<file path="config.mk">
export PLATFORM = sky130hd
export DESIGN_NAME = ysyx_22040759_clint_mh
export DESIGN_NICKNAME = d
export VERILOG_FILES = /design/src/rtl/ysyx_22040759_clint_pkg.sv /design/src/rtl/ysyx_22040759_clint_prescaler.sv /design/src/rtl/ysyx_22040759_clint_mh.sv
export SDC_FILE = /design/constraint.sdc
export NUM_CORES = 1
export LEC_CHECK = 0
export CAP_MARGIN = 20
export CORE_MARGIN = 1.5
export CORE_UTILIZATION = 35
export DETAILED_ROUTE_END_ITERATION = 8
export GPL_ROUTABILITY_DRIVEN = 0
export MAX_ROUTING_LAYER = met4
export PLACE_DENSITY = 0.63
export SYNTH_ARGS = -nofsm -noshare
export SYNTH_HDL_FRONTEND = slang
export SYNTH_SLANG_ARGS = --single-unit
</file>
<file path="constraint.sdc">
create_clock -name clk -period 11.1 [get_ports clk]
set_input_delay 1.11 -clock clk [delete_from_list [all_inputs] [get_ports clk]]
set_output_delay 1.11 -clock clk [all_outputs]
set_load 0.02 [all_outputs]
</file>
<file path="src/rtl/ysyx_22040759_clint_pkg.sv">
// Shared constants, access-kind encoding and byte-merge helper for the CLINT.
package ysyx_22040759_clint_pkg;

  localparam logic [31:0] MSIP_OFF     = 32'h0000_0000;
  localparam logic [31:0] MTIMECMP_OFF = 32'h0000_4000;
  localparam logic [31:0] MTIME_OFF    = 32'h0000_BFF8;

  localparam logic [63:0] MTIMECMP_RST = 64'hFFFF_FFFF_FFFF_FFFF;

  typedef enum logic [1:0] {
    ACC_ERR      = 2'd0,
    ACC_MSIP     = 2'd1,
    ACC_MTIMECMP = 2'd2,
    ACC_MTIME    = 2'd3
  } acc_e;

  // Replace the bytes of old_v selected by strb with the matching bytes of new_v.
  function automatic logic [63:0] strb_merge(input logic [63:0] old_v,
                                             input logic [63:0] new_v,
                                             input logic [7:0]  strb);
    logic [63:0] res;
    res = old_v;
    for (int i = 0; i < 8; i++) begin
      if (strb[i]) res[8*i +: 8] = new_v[8*i +: 8];
    end
    return res;
  endfunction

endpackage

</file>
<file path="src/rtl/ysyx_22040759_clint_prescaler.sv">
// Tick prescaler: one tick every PRESCALE enabled cycles; holds while disabled.
module ysyx_22040759_clint_prescaler #(
  parameter int PRESCALE = 100
) (
  input  logic clk,
  input  logic rst,
  input  logic tick_en,
  output logic tick
);

  localparam int PW = (PRESCALE > 1) ? $clog2(PRESCALE) : 1;
  localparam logic [PW-1:0] PCNT_LAST = PW'(PRESCALE - 1);

  logic [PW-1:0] pcnt_d, pcnt_q;

  // Advance the count while enabled, wrapping to zero on the terminal value.
  always_comb begin
    tick   = tick_en && (pcnt_q == PCNT_LAST);
    pcnt_d = pcnt_q;
    if (tick_en) begin
      pcnt_d = tick ? '0 : pcnt_q + 1'b1;
    end
  end

  // Count register.
  always_ff @(posedge clk or posedge rst) begin
    if (rst) pcnt_q <= '0;
    else     pcnt_q <= pcnt_d;
  end

endmodule

</file>
<file path="src/rtl/ysyx_22040759_clint_mh.sv">
// Multi-hart CLINT: shared mtime, per-hart mtimecmp/msip, registered MMIO response.
module ysyx_22040759_clint_mh
  import ysyx_22040759_clint_pkg::*;
#(
  parameter int          NHART    = 1,
  parameter int          PRESCALE = 100,
  parameter logic [31:0] BASE     = 32'h0200_0000
) (
  input  logic              clk,
  input  logic              rst,
  input  logic              req_valid,
  input  logic              req_wen,
  input  logic [31:0]       req_addr,
  input  logic [63:0]       req_wdata,
  input  logic [7:0]        req_wstrb,
  output logic              rsp_valid,
  output logic [63:0]       rsp_rdata,
  output logic              rsp_err,
  input  logic              tick_en,
  output logic [NHART-1:0]  mtip,
  output logic [NHART-1:0]  msip
);

  localparam logic [31:0] MSIP_END     = MSIP_OFF + 32'(4 * NHART);
  localparam logic [31:0] MTIMECMP_END = MTIMECMP_OFF + 32'(8 * NHART);

  logic        tick;
  logic [31:0] off;
  acc_e        acc;
  logic [2:0]  hart_sel;
  logic        wr;
  logic        msip_hi;
  logic        msip_wstb;
  logic        msip_wbit;

  logic [63:0] mtime_d, mtime_q;
  logic [63:0] rd_data;

  logic        rsp_valid_d, rsp_valid_q;
  logic [63:0] rsp_rdata_d, rsp_rdata_q;
  logic        rsp_err_d, rsp_err_q;

  logic [63:0]      cmp_all [NHART];
  logic [NHART-1:0] sip_all;
  logic [NHART-1:0] tip_all;

  ysyx_22040759_clint_prescaler #(
    .PRESCALE(PRESCALE)
  ) u_prescaler (
    .clk    (clk),
    .rst    (rst),
    .tick_en(tick_en),
    .tick   (tick)
  );

  // Address decode: classify the offset and pick the addressed hart.
  always_comb begin
    off      = req_addr - BASE;
    acc      = ACC_ERR;
    hart_sel = '0;
    if ((off < MSIP_END) && (off[1:0] == 2'b00)) begin
      acc      = ACC_MSIP;
      hart_sel = off[4:2];
    end else if ((off >= MTIMECMP_OFF) && (off < MTIMECMP_END) && (off[2:0] == 3'b000)) begin
      acc      = ACC_MTIMECMP;
      hart_sel = off[5:3];
    end else if (off == MTIME_OFF) begin
      acc      = ACC_MTIME;
    end
    wr        = req_valid && req_wen;
    // Odd-indexed msip words live in the upper half of the 64-bit beat.
    msip_hi   = off[2];
    msip_wstb = msip_hi ? req_wstrb[4] : req_wstrb[0];
    msip_wbit = msip_hi ? req_wdata[32] : req_wdata[0];
  end

  for (genvar h = 0; h < NHART; h++) begin : g_hart
    logic [63:0] cmp_d, cmp_q;
    logic        sip_d, sip_q;
    logic        tip_d, tip_q;

    // Per-hart register updates and registered timer compare.
    always_comb begin
      cmp_d = cmp_q;
      sip_d = sip_q;
      if (wr && (acc == ACC_MTIMECMP) && (hart_sel == 3'(h))) begin
        cmp_d = strb_merge(cmp_q, req_wdata, req_wstrb);
      end
      if (wr && (acc == ACC_MSIP) && (hart_sel == 3'(h)) && msip_wstb) begin
        sip_d = msip_wbit;
      end
      tip_d = (mtime_q >= cmp_q);
    end

    // Per-hart state registers.
    always_ff @(posedge clk or posedge rst) begin
      if (rst) begin
        cmp_q <= MTIMECMP_RST;
        sip_q <= 1'b0;
        tip_q <= 1'b0;
      end else begin
        cmp_q <= cmp_d;
        sip_q <= sip_d;
        tip_q <= tip_d;
      end
    end

    assign cmp_all[h] = cmp_q;
    assign sip_all[h] = sip_q;
    assign tip_all[h] = tip_q;
  end

  assign msip = sip_all;
  assign mtip = tip_all;

  // mtime advance; a bus write in the same cycle takes priority over the tick.
  always_comb begin
    mtime_d = mtime_q;
    if (tick) mtime_d = mtime_q + 64'd1;
    if (wr && (acc == ACC_MTIME)) begin
      mtime_d = strb_merge(mtime_q, req_wdata, req_wstrb);
    end
  end

  // mtime register.
  always_ff @(posedge clk or posedge rst) begin
    if (rst) mtime_q <= '0;
    else     mtime_q <= mtime_d;
  end

  // Read mux and response next-state; reads see pre-update register contents.
  always_comb begin
    rd_data = '0;
    unique case (acc)
      ACC_MSIP: begin
        for (int h = 0; h < NHART; h++) begin
          if (hart_sel == 3'(h)) begin
            rd_data = msip_hi ? {31'b0, sip_all[h], 32'b0} : {63'b0, sip_all[h]};
          end
        end
      end
      ACC_MTIMECMP: begin
        for (int h = 0; h < NHART; h++) begin
          if (hart_sel == 3'(h)) rd_data = cmp_all[h];
        end
      end
      ACC_MTIME: rd_data = mtime_q;
      default:   rd_data = '0;
    endcase
    rsp_valid_d = req_valid;
    rsp_err_d   = req_valid && (acc == ACC_ERR);
    rsp_rdata_d = (req_valid && !req_wen && (acc != ACC_ERR)) ? rd_data : 64'd0;
  end

  // Response register.
  always_ff @(posedge clk or posedge rst) begin
    if (rst) begin
      rsp_valid_q <= 1'b0;
      rsp_rdata_q <= '0;
      rsp_err_q   <= 1'b0;
    end else begin
      rsp_valid_q <= rsp_valid_d;
      rsp_rdata_q <= rsp_rdata_d;
      rsp_err_q   <= rsp_err_d;
    end
  end

  assign rsp_valid = rsp_valid_q;
  assign rsp_rdata = rsp_rdata_q;
  assign rsp_err   = rsp_err_q;

endmodule
</file>
==> out/metrics.yaml, run 1 <==
run_status:
  status: "finished clean"
routing:
  totalWireLength_um: 32800
  ant_nets: 0
  wire_per_inst_um: 19.0
  wl_met3_um: 1720
  vias: 9243
  vias_per_cell: 5.36
  drt_iter0_drc: 436
  met1Wirelength_um: 14900
  first_pass_iters: 5
  highest_layer: "met4"
  route.met2.wl_um: 15500
  drc: 0
floorplan:
  initial_core_util_pct: 35.9
  fp.coreArea_um2: 31800
  rows: 65
  io_pins: 177
  fp.dieW_um: 184
  die-area_um2: 33700
  fp.dieH_um: 184
worst_setup_path:
  arrival_ns: 4.86
  critPathTopFamily: "simple AND/OR/NAND/NOR gates"
  cp_max_fo: 66
  crit_buf_inv: 3
  path_class: "in -> reg"
  r2r-start: "cmp_all[37]"
  reg2reg_slack_ns: 7.82
  critPathCaptureType: "register"
  slowest_delay_ns: 0.92
  cp_slowest_cell: "and2_2"
  cp-start-kind: "input pin"
  path_cells: "clkdlybuf4s50_1 > inv_1 > ha_1 > nor4b_1 > nand4_1 > nor4_4 > buf_4 > and2_2 > nand2_8 > mux2_4"
  r2r_cells: 8
  reg2reg_to: "mtip"
  required_ns: 11.55
finish:
  regArea_um2: 5160
  multi_input_area_um2: 5780
  diodes: 0
  fin_nets: 1447
  drive_gt1_share_pct: 16.2
  area_growth_syn_to_layout_pct: 26.5
  n_fill_cell: 2962
clock_network:
  ctsHoldBuffers: 0
  cts_tree: "built"
  ctsHtreeMaxLevel: 1
  root_buffer: "clkbuf_16"
  clock_sinks: 203
  clock_latency_ns: 0.53
  numCtsBuffers: 25
  clockBufferDepth: 3
  cts.reportedPaths.clkPinSlew_ns: 0.06
  ctsResizeCount: 0
  post_cts_buffers: 0
global_routing:
  grt_pass1_vias: 9379
  grt_overflow: 0
  antenna_found_initial: 0
  grt_max_degree: 80
  grt_pass1_wl_um: 52200
  gr-usage-all-layers_pct: 20.2
sta:
  fin_crit_sh_pct: 39.7
  finalClockSkew_ns: 0.0177
  min_period_ns: 4.41
  whs_ns: 0.511
  relSlewSlack_pct: 31.3
  max_slew.worst_pin.slew_ns: 1.02
  setup_viol_count_final: 0
  finalHoldViolCount: 0
  setup_tns_ns: 0
  rsz0062_at_grt: "false"
  max_freq_mhz: 227
  slew_viol_final: 0
yosys:
  ys_async_sr_fraction_pct: 100
  ys.warnings.count: 0
  netlist_top_cells_area: "dfrtp_1, dfstp_2, mux2_4"
  syn_inst: 1100
  synth_common_cells: "nor2_1, dfrtp_1, inv_1"
  yosysTopAreaCellShare_pct: 30.5
  ys_seq_area_share_pct: 45.2
  synth_top_area_cell: "dfrtp_1"
  synth_ff_type: "dfrtp_1"
  synth_nets: 1276
  synth_edf_count: 0
  synth_most_common_cell: "nor2_1"
  synthDistinctLibCells: 76
  avgSynthCellArea_um2: 10.4
  ys_seq_elements: 203
  synth_area_um2: 11400
placement:
  place_hpwl_um: 23600
  port_buffers: 176
worst_hold_path:
  holdPathStages: 1
  min_from: "u_prescaler.pcnt_q[0]"
  min_to: "u_prescaler.pcnt_q[0]"
  hp-class: "reg -> reg"
flow_run:
  max_cap_violations: 0
power_and_ir_drop:
  p_per_area_nw_per_um2: 116
  cellLeakagePower_uw: 0.00596
  vdd_drop_max_uv: 107
==> through the flow <==
stage	total power (uW)	utilization [%]	std cells	cell area, um2	setup WS (ns)
after global placement	873	42.8	1679	13600	6.13
final	1680	45.4	1725	14400	6.69
after floorplan	808	-	1100	11400	4.56
after CTS	1700	45.4	1725	14400	6.63
after global routing	1740	45.4	1725	14400	6.46
after detailed placement	875	42.8	1679	13600	6.07
==> final cells by class <==
cell class,instances,share of cell area [%]
Multi-Input combinational cell,777,40.0
Sequential cell,203,35.7
Timing Repair Buffer,183,12.6
Clock buffer,38,5.23
Tap cell,435,3.77
Inverter,81,2.16
Clock inverter,8,0.520
==> flip-flops by register name, summed over array words and instances (netlist names) <==
register and cells:
rsp_rdata 64, mtime_q 64, rsp_err 1, rsp_valid 1, mtip 1, u_prescaler.pcnt_q 7
msip 1, cmp_all 64
==> logic make-up (layout without fill, tap and decap cells) <==
family | Yosys count | in the layout | share of synthesized area [%]
simple gates | 401 | 401 | 19.5
mux | 72 | 72 | 9.14
compound gates | 234 | 234 | 14.2
buf+inv | 120 | 310 | 4.35
fa+ha+maj | 67 | 67 | 7.34
flops | 203 | 203 | 45.2
xor+xnor | 3 | 3 | 0.230
==> worst register-to-register path: cells and delay by family, from the launching register on <==
family,cells,cell delay [ns]
DFF,1,0.54
adders and majority gates,1,0.28
buffers and inverters,1,0.05
and+or+nand+nor,4,1.66
AOI/OAI and AO/OA,2,0.65
==> worst max path at each step <==
stage / start / to / slack [ns] / cells after the start
after floorplan: rst / msip / 4.56 / 1
after global placement: req_addr[25] / cmp_all[35] / 6.13 / 10
after detailed placement: req_addr[25] / cmp_all[19] / 6.07 / 10
after CTS: req_addr[25] / cmp_all[4] / 6.63 / 10
after global routing: req_addr[26] / cmp_all[19] / 6.46 / 10
final: req_addr[25] / cmp_all[4] / 6.69 / 10
==> metal layers <==
metal / GRT usage [%] / up-vias
li1: - / 4387
met1: 27.0 / 4552
met2: 32.8 / 253
met3: 2.46 / 51
met4: 4.79 / 0
met5: - / -
==> where the power goes <==
part / switching, uW / internal (uW) / total, uW
clock: 325 / 491 / 816
sequential: 11.3 / 751 / 763
combinational: 48.1 / 50.2 / 98.3
==> layout by cell type (no fill, tap or decap), types with 9 or more instances in the layout <==
cell type / count
clkdlybuf4s50_1: 176
nor2_1: 149
dfrtp_1: 139
inv_1: 80
ha_1: 67
mux2_4: 64
a22oi_1: 64
dfstp_2: 64
nand2_1: 61
a21oi_1: 39
nand3_1: 35
nand4_1: 33
o21ai_0: 29
a211oi_1: 25
clkbuf_16: 25
nor3_1: 22
and3_1: 21
a311oi_1: 16
and2_1: 12
o211ai_1: 11
and4_1: 10
nor4_1: 9
(Power assumes the default switching activity.)
==> run 2, diff against run 1 <==
==> constraint.sdc (replaced) <==
create_clock -name clk -period 4.4 [get_ports clk]
set_input_delay 0.44 -clock clk [delete_from_list [all_inputs] [get_ports clk]]
set_output_delay 0.44 -clock clk [all_outputs]
set_load 0.02 [all_outputs]
==> out/metrics.yaml, run 2 (synthesis gave the netlist of run 1 again) <==
finish:
  final_cell_mix: "clkdlybuf4s50_1, nor2_1, dfrtp_1"
  area_growth_syn_to_layout_pct: 27.0
  instances_no_fill: 1731
  fin_nets: 1453
  mostFrequentLayoutCell: "clkdlybuf4s50_1"
  drive_gt1_share_pct: 16.5
floorplan:
  io_pins: 177
  initial_core_util_pct: 35.9
  fp.dieW_um: 184
  fp.dieH_um: 184
  fp.coreArea_um2: 31800
  rows: 65
  die-area_um2: 33700
sta:
  fin_crit_sh_pct: 64.1
  slew_viol_final: 0
  min_period_ns: 2.82
  max_freq_mhz: 355
  finalHoldViolCount: 0
  setup_viol_count_final: 0
  rsz0062_at_grt: "false"
  setup_tns_ns: 0
  max_slew.worst_pin.slew_ns: 0.823
  relSlewSlack_pct: 45.2
  finalClockSkew_ns: 0.0117
global_routing:
  grt_max_degree: 104
  gr-usage-all-layers_pct: 20.2
  grt_pass1_wl_um: 52400
  grt_overflow: 0
  antenna_found_initial: 1
  grt_pass1_vias: 9451
clock_network:
  ctsResizeCount: 0
  cts_tree: "built"
  root_buffer: "clkbuf_16"
  ctsHoldBuffers: 0
  post_cts_buffers: 0
  numCtsBuffers: 24
  clockBufferDepth: 3
  clock_latency_ns: 0.52
  ctsHtreeMaxLevel: 1
  cts.reportedPaths.clkPinSlew_ns: 0.06
  clock_sinks: 203
worst_setup_path:
  crit_start: "mtime_q[1]"
  required_ns: 4.79
  critPathCaptureType: "register"
  cp_max_fo: 7
  path_class: "reg -> reg"
  path_cells: "ha_1 > and3_1 > and4_1 > nand3_1 > nor3_1 > nand3_1 > nand3_1 > o211ai_1"
  cp-start-kind: "register"
  crit_buf_inv: 0
  arrival_ns: 3.21
  critPathTopFamily: "simple AND/OR/NAND/NOR gates"
  r2r-start: "mtime_q[1]"
  slowest_delay_ns: 0.68
  cp_common_cell: "nand3_1"
  cp_slowest_cell: "nor3_1"
routing:
  drt_iter0_drc: 540
  totalWireLength_um: 32300
  vias: 9206
  ant_nets: 0
  drc: 0
  vias_per_cell: 5.32
  first_pass_iters: 5
  wire_per_inst_um: 18.7
power_and_ir_drop:
  cellLeakagePower_uw: 0.00599
  vdd_drop_max_uv: 248
  p_per_area_nw_per_um2: 289
worst_hold_path:
  hp-class: "in -> async"
flow_run:
  max_cap_violations: 0
placement:
  placedCellCount: 1686
  port_buffers: 176
  place_hpwl_um: 23600
run_status:
  status: "finished clean"
## run 2: per-layer routing
metal	share of wire, %	vias to the layer above	global-route usage (%)
met5	0	-	-
met4	1.9	0	4.79
met3	4.0	46	2.50
met2	48	227	32.8
met1	46	4546	26.8
li1	-	4387	-
## run 2: power by group
group          internal [uW]  leakage (uW)  total (uW)  switching (uW)
Combinational            129       0.00303         250             121
Clock                   1220      0.000400        2010             796
Sequential              1890       0.00255        1920            29.1
## run 2: metrics by stage
stage | total power [uW] | worst slack, ns | cell area (um2) | hold WS, ns | util (%)
after floorplan | 2040 | 1.38 | 11400 | 0.471 | -
after global placement | 2210 | 1.15 | 13700 | 0.485 | 43.0
after detailed placement | 2210 | 1.09 | 13700 | 0.500 | 43.0
after CTS | 4240 | 1.62 | 14500 | 0.352 | 45.6
after global routing | 4330 | 1.32 | 14500 | 0.388 | 45.6
final | 4190 | 1.58 | 14500 | 0.353 | 45.6
## run 2: final timing paths
path,endpoint,cells past startpoint,slack [ns]
min,rsp_rdata[19],2,0.35
max reg2reg,mtime_q[20],8,1.58
min in group clk,msip,2,0.51
max in group asynchronous,mtime_q[55],3,3.08
max,mtime_q[20],8,1.58
min reg2reg,msip,2,0.51
## run 2: layout make-up
type	instances	area [um2]
diodes	1	2.50
clock buffers	37	741
clock inverters	7	68.8
fillers	3018	17300
inverters	81	308
multi-input cells	777	5780
flip-flops and latches	203	5160
well taps	435	544
repair buffers	190	1890
==> run 3, diff against run 2 <==
==> constraint.sdc (replaced) <==
create_clock -name clk -period 2.9 [get_ports clk]
set_input_delay 0.29 -clock clk [delete_from_list [all_inputs] [get_ports clk]]
set_output_delay 0.29 -clock clk [all_outputs]
set_load 0.02 [all_outputs]
==> out/metrics.yaml, run 3 (synthesis gave the netlist of run 1 again) <==
run_status:
  status: "finished clean"
worst_setup_path:
  reg2reg_slack_ns: 0.20
  cp-start-kind: "register"
  cp_common_cell: "nand4_1"
  crit_buf_inv: 2
  critPathCaptureType: "register"
  slowest_delay_ns: 0.55
  cp_slowest_cell: "dfstp_2"
  critPathTopFamily: "simple AND/OR/NAND/NOR gates"
  arrival_ns: 3.14
  path_cells: "inv_1 > ha_1 > nand4_1 > nor4_1 > buf_4 > nand4_1 > a211oi_1 > nand3b_1 > a311o_1"
  path_class: "reg -> reg"
  required_ns: 3.34
  r2r_cells: 9
  cp_max_fo: 3
  r2r-start: "cmp_all[37]"
  reg2reg_to: "mtip"
global_routing:
  grt_overflow: 0
  grt_pass1_vias: 9468
  grt_max_degree: 147
  gr-usage-all-layers_pct: 20.0
  antenna_found_initial: 1
  grt_pass1_wl_um: 52000
power_and_ir_drop:
  p_sw_uw: 1430
  clkPwrFrac_pct: 50.2
  power.share.sequential_pct: 44.1
  vdd_drop_max_uv: 395
  comb_power_share_pct: 5.7
  cellLeakagePower_uw: 0.00621
  cellInternalPower_uw: 5190
  p_per_area_nw_per_um2: 445
  swShare_pct: 21.6
routing:
  wire_per_inst_um: 18.5
  vias_per_cell: 5.27
  vias: 9288
  totalWireLength_um: 32700
  first_pass_iters: 7
  drt_iter0_drc: 506
  ant_nets: 0
  drc: 0
placement:
  port_buffers: 176
  place_hpwl_um: 24000
  placedCellCount: 1718
  placed_cell_area_um2: 14000
floorplan:
  io_pins: 177
  die-area_um2: 33700
  fp.dieW_um: 184
  initial_core_util_pct: 35.9
  fp.dieH_um: 184
  fp.coreArea_um2: 31800
  rows: 65
clock_network:
  root_buffer: "clkbuf_16"
  clock_latency_ns: 0.52
  ctsHoldBuffers: 0
  post_cts_buffers: 0
  cts.reportedPaths.clkPinSlew_ns: 0.06
  clock_sinks: 203
  clockBufferDepth: 3
  ctsResizeCount: 0
  cts_tree: "built"
  numCtsBuffers: 24
  ctsHtreeMaxLevel: 1
sta:
  fin_crit_sh_pct: 93.0
  setup_viol_count_final: 0
  max_freq_mhz: 371
  min_period_ns: 2.70
  slew_viol_final: 0
  max_slew.worst_pin.slew_ns: 0.848
  relSlewSlack_pct: 43.5
  finalClockSkew_ns: 0.0119
  rsz0062_at_grt: "false"
  finalHoldViolCount: 0
finish:
  final_core_util_pct: 46.7
  area_growth_syn_to_layout_pct: 30.2
  fin_nets: 1485
  mostFrequentLayoutCell: "clkdlybuf4s50_1"
  drive_gt1_share_pct: 18.7
  final_cell_mix: "clkdlybuf4s50_1, nor2_1, dfrtp_1"
  fin_area_um2: 14900
  instances_no_fill: 1762
flow_run:
  max_cap_violations: 0
worst_hold_path:
  hp-class: "in -> async"
## run 3: changes by cell type in the layout (fill, tap and decap cells not counted)
cell | before | now
clkbuf_8 | 7 | 8
clkinv_2 | 4 | 3
buf_12 | 2 | 6
clkbuf_1 | 5 | 2
inv_8 | 1 | 0
bufinv_16 | 1 | 4
buf_4 | 12 | 40
## run 3: layout make-up
class | count | area [um2]
diodes | 1 | 2.50
clock buffers | 35 | 743
clock inverters | 8 | 143
fillers | 2960 | 16900
inverters | 81 | 308
multi-input cells | 777 | 5780
flip-flops and latches | 203 | 5160
well taps | 435 | 544
repair buffers | 222 | 2180
## run 3: worst register-to-register path: stages, from the launching register on
cell      delay [ns]
dfstp_2         0.55
inv_1           0.05
ha_1            0.28
nand4_1         0.19
nor4_1          0.37
buf_4           0.21
nand4_1         0.15
a211oi_1        0.35
nand3b_1        0.23
a311o_1         0.25
## run 3: metrics by stage
step / hold WS [ns] / setup slack, ns / total power (uW) / setup TNS [ns]
finish: 0.369 / 0.204 / 6620 / 0
global route: 0.403 / 0.0809 / 6860 / 0
CTS: 0.383 / 0.197 / 6700 / 0
detailed placement: 0.503 / -0.0885 / 3350 / -1.13
global placement: 0.497 / -0.0261 / 3350 / -0.376
floorplan: 0.321 / 0.0320 / 3090 / 0
## run 3: worst max-delay path by stage
stage,start,endpoint,slack (ns),cells past startpoint
after floorplan,rst,msip,0.03,1
after global placement,req_addr[25],mtime_q[6],-0.03,11
after detailed placement,req_addr[25],mtime_q[20],-0.09,11
after CTS,cmp_all[37],mtip,0.20,9
after global routing,mtime_q[1],mtime_q[22],0.08,7
final,cmp_all[37],mtip,0.20,9
## run 3: per-layer routing
metal	GRT usage, %	share of wire [%]	up-vias
met4	5.25	2.4	0
met5	-	0	-
met2	32.5	47	240
met1	26.4	46	4545
met3	2.65	4.4	51
li1	-	-	4452
## run 3: power by group through the flow
stage	combinational [uW]	sequential (uW)	clock (uW)
5_1_grt	414	2920	3520
4_1_cts	388	2920	3390
3_3_place_gp	385	2960	0
6_report	380	2920	3320
2_1_floorplan	136	2960	0
3_5_place_dp	387	2970	0
